==> config.mk <==
export PLATFORM = sky130hd
export DESIGN_NAME = wb_timer
export DESIGN_NICKNAME = d
export VERILOG_FILES = /design/src/rtl/wb_timer.sv
export SDC_FILE = /design/constraint.sdc
export NUM_CORES = 1
export LEC_CHECK = 0
export BUFFER_PORTS_ARGS = -buffer_cell sky130_fd_sc_hd__buf_2
export CORE_AREA = 2 2 143 145
export CTS_BUF_LIST = sky130_fd_sc_hd__clkbuf_16
export DETAILED_ROUTE_END_ITERATION = 10
export DIE_AREA = 0 0 145 147
export PLACE_DENSITY_LB_ADDON = 0.08
export SLEW_MARGIN = 0
export SYNTH_ARGS = -nofsm -noshare
export SYNTH_HDL_FRONTEND = slang
export SYNTH_SLANG_ARGS = --single-unit
==> constraint.sdc <==
create_clock -name clk_in -period 7.9 [get_ports clk_in]
set_input_delay 0.79 -clock clk_in [delete_from_list [all_inputs] [get_ports clk_in]]
set_output_delay 0.79 -clock clk_in [all_outputs]
set_load 0.05 [all_outputs]
==> src/rtl/wb_timer.sv <==
// Wishbone slave timer: 32-bit up-counter with prescaler, compare match,
// one-shot/auto-reload modes and a level interrupt.
module wb_timer #(
    parameter int unsigned PrescaleWidth = 16
) (
    input  logic        clk_in,
    input  logic        reset_in,
    input  logic        i_wb_cyc,
    input  logic        i_wb_stb,
    input  logic        i_wb_we,
    input  logic [31:0] i_wb_adr,
    input  logic [3:0]  i_wb_sel,
    input  logic [31:0] i_wb_dat,
    output logic        o_wb_ack,
    output logic [31:0] o_wb_dat,
    output logic        irq_out
);

    localparam logic [2:0] AddrCtrl     = 3'd0;
    localparam logic [2:0] AddrPrescale = 3'd1;
    localparam logic [2:0] AddrCount    = 3'd2;
    localparam logic [2:0] AddrCompare  = 3'd3;
    localparam logic [2:0] AddrStatus   = 3'd4;

    // r_ctrl: bit0 enable, bit1 auto_reload, bit2 irq_en
    logic [2:0]               r_ctrl;
    logic [PrescaleWidth-1:0] r_prescale;
    logic [PrescaleWidth-1:0] r_pcnt;
    logic [31:0]              r_count;
    logic [31:0]              r_compare;
    logic                     r_match;
    logic                     r_ack;
    logic [31:0]              r_rdata;

    logic        w_req;
    logic        w_wr;
    logic        w_rd;
    logic [2:0]  w_addr;
    logic        w_wr_ctrl;
    logic        w_wr_prescale;
    logic        w_wr_count;
    logic        w_wr_compare;
    logic        w_clear;
    logic        w_tick;
    logic        w_hit;
    logic [31:0] w_reg_val;
    logic [31:0] w_merged;
    logic        w_unused_adr;

    assign w_addr       = i_wb_adr[4:2];
    assign w_unused_adr = ^{i_wb_adr[31:5], i_wb_adr[1:0]};

    assign w_req = i_wb_cyc & i_wb_stb & ~r_ack;
    assign w_wr  = w_req & i_wb_we;
    assign w_rd  = w_req & ~i_wb_we;

    assign w_wr_ctrl     = w_wr && (w_addr == AddrCtrl);
    assign w_wr_prescale = w_wr && (w_addr == AddrPrescale);
    assign w_wr_count    = w_wr && (w_addr == AddrCount);
    assign w_wr_compare  = w_wr && (w_addr == AddrCompare);
    assign w_clear       = w_wr && (w_addr == AddrStatus) && i_wb_sel[0] && i_wb_dat[0];

    assign w_tick = r_ctrl[0] && (r_pcnt == r_prescale);
    assign w_hit  = (r_count == r_compare);

    always_comb begin
        w_reg_val = '0;
        case (w_addr)
            AddrCtrl:     w_reg_val = {29'd0, r_ctrl};
            AddrPrescale: w_reg_val = 32'(r_prescale);
            AddrCount:    w_reg_val = r_count;
            AddrCompare:  w_reg_val = r_compare;
            AddrStatus:   w_reg_val = {31'd0, r_match};
            default:      w_reg_val = '0;
        endcase
    end

    // Byte-lane merge of the write data over the addressed register's current value
    always_comb begin
        w_merged = w_reg_val;
        for (int i = 0; i < 4; i++) begin
            if (i_wb_sel[i]) begin
                w_merged[i*8 +: 8] = i_wb_dat[i*8 +: 8];
            end
        end
    end

    always_ff @(posedge clk_in) begin
        if (reset_in) begin
            r_ctrl     <= '0;
            r_prescale <= '0;
            r_pcnt     <= '0;
            r_count    <= '0;
            r_compare  <= 32'hFFFF_FFFF;
            r_match    <= 1'b0;
            r_ack      <= 1'b0;
            r_rdata    <= '0;
        end else begin
            r_ack   <= w_req;
            r_rdata <= w_rd ? w_reg_val : 32'd0;

            // Bus writes take priority over the tick's own updates
            if (w_wr_ctrl) begin
                r_ctrl <= w_merged[2:0];
            end else if (w_tick && w_hit && !r_ctrl[1]) begin
                r_ctrl[0] <= 1'b0;
            end

            if (w_wr_prescale) begin
                r_prescale <= w_merged[PrescaleWidth-1:0];
            end

            if (w_wr_ctrl || w_wr_prescale || !r_ctrl[0] || w_tick) begin
                r_pcnt <= '0;
            end else begin
                r_pcnt <= r_pcnt + 1'b1;
            end

            if (w_wr_count) begin
                r_count <= w_merged;
            end else if (w_tick) begin
                if (!w_hit) begin
                    r_count <= r_count + 32'd1;
                end else if (r_ctrl[1]) begin
                    r_count <= '0;
                end
            end

            if (w_wr_compare) begin
                r_compare <= w_merged;
            end

            if (w_tick && w_hit) begin
                r_match <= 1'b1;
            end else if (w_clear) begin
                r_match <= 1'b0;
            end
        end
    end

    assign o_wb_ack = r_ack;
    assign o_wb_dat = r_rdata;
    assign irq_out  = r_match & r_ctrl[2];

endmodule

### After elaboration in Yosys (flattened, before gate mapping)

Index checks and enable logic that the tools add are counted.

| storage, ports and cells | value |
|---|---|
| register bits | 133 |
| input bits | 73 |
| output and inout port bits | 34 |
| word-level logic and storage cells | 61 |

| cells by class | value |
|---|---|
| add/sub/neg operators | 2 |
| equal/unequal tests | 7 |
| multiplexer cells | 13 |
| bitwise logic cells | 8 |
| reductions and logical operators | 22 |

Operators with widths:

| kind | count |
|---|---|
| 32-bit case mux with 5 select lines | 1 |
| 32-bit two-way mux | 4 |
| 32-bit by 1-bit adder with 32-bit output (second input constant) | 1 |
| 32-bit equality test | 1 |
| 8-bit two-way mux | 4 |
| 16-bit by 1-bit adder with 16-bit output (second input constant) | 1 |
| 16-bit equality test | 1 |
| 1-bit logical AND | 10 |
| 3-bit by 2-bit equality test with 1-bit output (second input constant) | 2 |
| 2-bit nonzero test | 3 |
| 1-bit bitwise AND | 5 |
| 1-bit two-way mux | 4 |
| 2-bit OR reduction | 2 |
| 3-bit by 1-bit equality test with 1-bit output (second input constant) | 1 |
| 3-bit equality test (second input constant) | 1 |
| 3-bit zero test | 1 |
| 1-bit logical OR | 3 |
| 3-bit inequality test (second input constant) | 1 |
| 1-bit inverter | 3 |
| 1-bit zero test | 2 |
| 2-bit AND reduction | 1 |

### Longest topological paths before layout

Gate-level depths: netlist (run 1).

| depth | value |
|---|---|
| word-level depth | 8 |
| depth in mapped cells | 9 |

### Worst setup path after synthesis (run 1)

Ideal clock, no wire load.

| timing | value |
|---|---|
| kind | input-to-reg |
| start | input port i_wb_adr[4] |
| end | register r_count[28] |
| library setup time | 128 ps |
| data arrival time | 2799 ps |
| setup slack | 4973 ps |
| stages | 8 |
| cells stage by stage | clkbuf_1 > nor3b_1 > nor2b_1 > clkbuf_1 > a21oi_1 > clkbuf_1 > a221oi_1 > nor2_1 |

| on the way | value |
|---|---|
| word-level cells in the longest chain between the ends | 4 |
| elaborated cells between the ends (all ways) | 12 |
| classes of those cells | 5 x eq/ne; 3 x mux; 4 x reduce/logical |

RTL lines:

| element | RTL line | source |
|---|---|---|
| start: declaration | 11 | `input logic [31:0] i_wb_adr,` |
| 3-bit equality test (tied with other cells) | 68 | `case (w_addr)` |
| 32-bit case mux with 5 select lines / 1-bit logical AND (equally long branches) | 68, 59 |  |
| 8-bit two-way mux (tied with other cells) | 82 | `if (i_wb_sel[i]) begin` |
| 32-bit two-way mux / 2-bit AND reduction (equally long branches) | - |  |
| end signal: assignment | 120 | `r_count <= w_merged;` |
| end signal: assignment | 123 | `r_count <= r_count + 32'd1;` |
| end: declaration | 29 | `logic [31:0] r_count;` |

Parallel ways exist; a longest one is shown, timed or not.
A chain may end at the register's enable or synchronous reset.

### Worst setup path after layout (run 1)

| timing | value |
|---|---|
| start | register r_pcnt[2] |
| end | register r_count[14] |

| on the way | value |
|---|---|
| word-level cells in the longest chain between the ends | 4 |

RTL lines:

| element | RTL line | source |
|---|---|---|
| start: declaration | 28 | `logic [PrescaleWidth-1:0] r_pcnt;` |
| start signal: assignment | 116 | `r_pcnt <= r_pcnt + 1'b1;` |
| 16-bit equality test | 63 | `assign w_tick = r_ctrl[0] && (r_pcnt == r_prescale);` |
| 1-bit logical AND | 63 |  |
| 2-bit nonzero test (no source line) | - |  |
| 2-bit AND reduction (no source line) | - |  |

Every way passes these cells.

==> flow_summary.yaml, run 1 <==
logic_synthesis:
  ys_ff_latch: 133
  netlist_area_um2: 6840
  ys_top_cells_by_area: "dfxtp_1, nor2_1, xor2_1"
  syn_inst: 811
  ys_types: 51
  yosys.area.top_type: "dfxtp_1"
  yosysTopAreaCellShare: 0.389
  synth.yosys.warnings: 0
  avgSynthCellArea_um2: 8.43
  synthArstFlopShare: 0
  synth_top_flop_cell: "dfxtp_1"
  synth_fp_nets: 886
  synth_edf_count: 0
  synth-seq-area-share: 0.389
routing:
  vias: 6069
  top_layer: "met4"
  wl_per_cell_um: 18.0
  ant_nets: 0
  wl_met2_mm: 9.53
  drc: 0
  drt-pass1-iter-count: 5
  routed_wl_mm: 20.4
  m1WireLength_mm: 9.75
  wl_met3_um: 918
  vias_per_cell: 5.35
  drt_iter0_drc: 316
layout:
  final_area_um2: 8020
  antenna_cells: 0
  fillers: 1999
  drive_gt1_frac: 0.169
  syn_to_final_growth_pct: 17.2
  nets: 927
cts:
  cts.path.max_buffers: 2
  clock-root-buffer: "clkbuf_16"
  cts.sinks: 133
  numCtsBuffers: 17
  cts_setup_buffers: 0
  htree_levels: 4
  clk_latency_ns: 0.42
  cts_hold_buf: 0
  cts_resized: 0
  cts_tree: "yes"
  clk_transition_reported_paths_ns: 0.06
worst_setup_path:
  critPathArrivalTime_ns: 3.75
  worst_ep_required_time_ns: 8.21
  critPathKind: "reg -> reg"
  cp_cell_sequence: "xnor2_1, nand4_1, or4b_1, or4_4, nor3_4, or3b_1, o311ai_1"
  worstPathMaxFanout: 17
  crit_buf_inv: 0
  slowest_delay_ns: 0.71
  cp-end-kind: "flop"
  path_delay_family: "simple AND/OR/NAND/NOR gates"
  critPathSlowestCell: "nor3_4"
  critPathLaunchType: "flop"
floorplanning:
  ioPinCount: 107
  fp.coreArea_um2: 19800
  die_y_um: 147
  dieArea_um2: 21300
  start_util: 0.345
  rows: 52
  die_w_um: 145
grt:
  grt_pass1_vias: 5774
  grtUsageTotal: 0.196
  grt_pass1_wl_mm: 32.6
  antenna_found_initial: 0
  grt-ovfl-total: 0
  grt_max_degree: 65
sta:
  hold-worst-slack_ns: 0.490
  tightestPinTransition_ns: 1.02
  relSlewSlack: 0.319
  hold_viol: 0
  fin_crit_ns: 3.43
  clock_skew_ns: 0.00897
  rsz0062_at_grt: "false"
  setup_violations: 0
  drv_slew: 0
  fin_crit_sh: 0.435
  setup_tns_ns: 0
  maxClockFrequency_mhz: 291
power:
  vdd_ir_drop_max_mv: 0.143
  p_leak_nw: 2.87
  p_per_area_nw_per_um2: 197
placement:
  hpwl_mm: 14.5
  dpl_cell_area_um2: 7430
  port_buffers: 77
  place_congestion: 0.807
min_path:
  hold_path_class: "reg -> reg"
job:
  cap_viol_max_count: 0
status:
  status: "finished clean"
==> power breakdown <==
group,internal (W),switching [W],total (W)
sequential,0.000676,0.00000621,0.000683
combinational,0.0000368,0.0000641,0.000101
clock,0.000492,0.000306,0.000798
total,0.00121,0.000376,0.00158
==> per-layer routing <==
metal  up-vias  track usage
li1       2998            -
met1      2904        0.265
met2       156        0.316
met3        11       0.0425
met4         0       0.0589
met5         -            0
==> cell type report <==
class	instances	area (um^2)	share of cell area
inverters	3	11.3	0.00140
repair buffers	89	475	0.0593
flip-flops and latches	133	2660	0.332
clock buffers	17	425	0.0531
clock inverters	14	163	0.0203
well taps	270	338	0.0421
multi-input cells	608	3940	0.492
==> per-stage QoR <==
stage	utilization	power, W	setup WS (ns)	instances
after CTS	0.404	0.00160	4.44	1134
final	0.404	0.00158	4.47	1134
after detailed placement	0.374	0.000798	4.37	1103
after floorplan	-	0.000761	4.97	811
after global routing	0.404	0.00165	4.31	1134
after global placement	0.374	0.000797	4.41	1103
==> synthesized netlist by cell type, types with 6 or more instances <==
| library cell | n |
|---|---|
| a211o_1 | 32 |
| a211oi_1 | 17 |
| a21oi_1 | 41 |
| a221oi_1 | 10 |
| a22o_1 | 16 |
| a22oi_1 | 14 |
| a31oi_1 | 12 |
| and2_1 | 21 |
| and3_1 | 9 |
| buf_1 | 6 |
| clkbuf_1 | 61 |
| dfxtp_1 | 133 |
| mux2_2 | 16 |
| mux2i_1 | 17 |
| nand2_1 | 36 |
| nand2b_1 | 15 |
| nand3_1 | 24 |
| nand4_1 | 16 |
| nor2_1 | 116 |
| nor2b_1 | 7 |
| nor3_1 | 33 |
| nor4_1 | 16 |
| o21ai_0 | 10 |
| o21ai_1 | 8 |
| or3_1 | 10 |
| xnor2_1 | 29 |
| xor2_1 | 45 |
==> registers in the layout (all words and copies together), names as in the netlist <==
register,flops
r_ctrl,3
o_wb_ack,1
o_wb_dat,32
r_compare,32
r_match,1
r_count,32
r_prescale,16
r_pcnt,16
==> layout by cell type (no fill, tap or decap), drive strengths merged, types with 18 or more instances in the layout <==
cell type / n
dfxtp: 133
nor2: 116
buf: 89
xor2: 45
a21oi: 41
nand2: 36
nor3: 34
a211o: 32
xnor2: 29
nand3: 24
and2: 21
o21ai: 18
==> cells by family (layout without fill, tap and decap cells) <==
kind of cell               after synthesis  after routing  synth area share
muxes                                   35             35            0.0578
and+or+nand+nor                        321            321             0.234
xor gates and xnor gates                74             74            0.0948
buffers and inverters                   70            123            0.0384
DFF                                    133            133             0.389
AOI/OAI and AO/OA                      176            176             0.182
adders and majority gates                2              2           0.00366
==> final timing paths <==
check                  from          end  slack [ns]  cells after the start
setup / recovery  r_pcnt[2]  r_count[14]        4.47                      7
hold / removal    r_pcnt[0]    r_pcnt[0]        0.49                      1
setup reg to reg  r_pcnt[2]  r_count[14]        4.47                      7
hold reg to reg   r_pcnt[0]    r_pcnt[0]        0.49                      1
Note: power is estimated with default switching activity, not from simulation.
==> run 2: changes to the inputs <==
==> constraint.sdc (replaced) <==
create_clock -name clk_in -period 3.1 [get_ports clk_in]
set_input_delay 0.31 -clock clk_in [delete_from_list [all_inputs] [get_ports clk_in]]
set_output_delay 0.31 -clock clk_in [all_outputs]
set_load 0.05 [all_outputs]
==> run 2 against run 1 <==
Non-clock buffer count is 16 higher; sequential power rose to 2.5 times the previous value; via count grew 1.3%; clock skew grew 0.0021 ns; count of clock-buffer cells in the layout stayed put; wire length is 1.2% higher; critical path type unchanged; power up 150%; critical endpoint is now r_count[12]; worst setup slack worse by 4.3 ns; sequential share of layout area fell by 0.37 points.
==> flow_summary.yaml, run 2 (synthesized netlist as in run 1, its figures left out) <==
cts:
  cts_setup_buffers: 0
  cts_tree: "yes"
  cts.sinks: 133
  clk_latency_ns: 0.42
  cts_resized: 0
  clock-root-buffer: "clkbuf_16"
  htree_levels: 4
  clk_transition_reported_paths_ns: 0.06
  cts_hold_buf: 0
  cts.path.max_buffers: 2
  numCtsBuffers: 17
placement:
  place_congestion: 0.826
  port_buffers: 77
  place_ws_ns: 0.138
  hpwl_mm: 15.1
sta:
  setup_violations: 0
  setup_tns_ns: 0
  setup_slack_ns: 0.134
  relSlewSlack: 0.544
  hold_viol: 0
  fin_crit_sh: 0.957
  clock_skew_ns: 0.0111
  rsz0062_at_grt: "false"
  hold-worst-slack_ns: 0.193
  maxClockFrequency_mhz: 337
  fin_crit_ns: 2.97
  tightestPinTransition_ns: 0.684
  drv_slew: 0
routing:
  wl_per_cell_um: 18.0
  vias: 6146
  drt-pass1-iter-count: 5
  drc: 0
  drt_iter0_drc: 284
  routed_wl_mm: 20.7
  vias_per_cell: 5.34
  ant_nets: 0
floorplanning:
  die_w_um: 145
  start_util: 0.345
  die_y_um: 147
  dieArea_um2: 21300
  ioPinCount: 107
  rows: 52
  fp.coreArea_um2: 19800
grt:
  grt-ovfl-total: 0
  grt_pass1_vias: 6075
  antenna_found_initial: 0
  grtUsageTotal: 0.197
  grt_pass1_wl_mm: 33.1
  grt_max_degree: 81
power:
  p_sw_w: 0.000940
  seqPwrFrac: 0.444
  clockPowerShare: 0.488
  p_per_area_nw_per_um2: 484
  internal_power_w: 0.00298
  vdd_ir_drop_max_mv: 0.350
  swShare: 0.240
  p_leak_nw: 2.94
  comb_power_share: 0.068
min_path:
  worstHoldPathCells: 3
  hold_path.startpoint: "i_wb_stb"
  hold_path_class: "in -> reg"
  hold_end: "o_wb_ack"
worst_setup_path:
  r2r_cells: 7
  worstPathMaxFanout: 5
  cp-end-kind: "flop"
  r2r-end: "r_count[12]"
  ff2ff_setup_slack_ns: 0.13
  critPathSlowestCell: "or4_4"
  critPathArrivalTime_ns: 3.28
  cp_cell_sequence: "xnor2_1, nand4_1, or4b_1, or4_4, nor3_4, or3b_1, o311ai_1"
  critPathLaunchType: "flop"
  cp-startpoint: "r_pcnt[13]"
  critPathKind: "reg -> reg"
  slowest_delay_ns: 0.58
  regToRegStartpoint: "r_pcnt[13]"
  worst_ep_required_time_ns: 3.41
layout:
  antenna_cells: 0
  multiInputGateArea_um2: 3940
  final_cell_mix: "dfxtp_1, nor2_1, buf_2, xor2_1, a21oi_1"
  syn_to_final_growth_pct: 18.6
  nets: 943
  drive_gt1_frac: 0.180
  final_common_cell: "dfxtp_1"
  fillers: 2024
  seqCellArea_um2: 2660
status:
  status: "finished clean"
job:
  cap_viol_max_count: 0
-- run 2: power by group through the flow --
stage	sequential, W	clock (W)	combinational [W]
6_report	0.00174	0.00191	0.000266
5_1_grt	0.00174	0.00204	0.000289
4_1_cts	0.00174	0.00195	0.000267
3_5_place_dp	0.00178	0	0.000266
3_3_place_gp	0.00178	0	0.000264
2_1_floorplan	0.00178	0	0.000159
-- run 2: worst max-delay path: cells and delay by family, from the launching register on --
| family | cells | cell delay, ns |
|---|---|---|
| XOR/XNOR | 1 | 0.28 |
| AO/OA/AOI/OAI | 1 | 0.28 |
| AND/OR/NAND/NOR | 5 | 1.95 |
| flip-flops | 1 | 0.35 |
-- run 2: worst max-delay path by stage --
stage / end / slack (ns) / cells after the start
after detailed placement: r_count[12] / 0.14 / 7
final: r_count[12] / 0.13 / 7
after floorplan: r_count[10] / 0.41 / 7
after global routing: r_count[12] / 0.06 / 7
after global placement: r_count[12] / 0.23 / 7
after CTS: r_count[12] / 0.12 / 7
-- run 2: layer usage --
metal	track usage	wire, um	part of all wire
met1	0.261	9840	0.48
met2	0.324	9550	0.46
met3	0.0382	854	0.041
met4	0.0683	436	0.021
met5	0	0	0
-- run 2: metrics by stage --
stage               utilization  cells  instance area (um^2)  power, W
floorplan                     -    811                  6840   0.00194
global placement          0.381   1119                  7560   0.00204
detailed placement        0.381   1119                  7560   0.00204
CTS                       0.409   1150                  8110   0.00396
global route              0.409   1150                  8110   0.00407
finish                    0.409   1150                  8110   0.00392
-- run 2: layout make-up --
class                      count  share of cell area
sequential                   133               0.328
inverter                       3             0.00139
multi-input combinational    608               0.486
clock inverter                14              0.0150
tap                          270              0.0417
timing repair buffer         105              0.0750
clock buffer                  17              0.0525
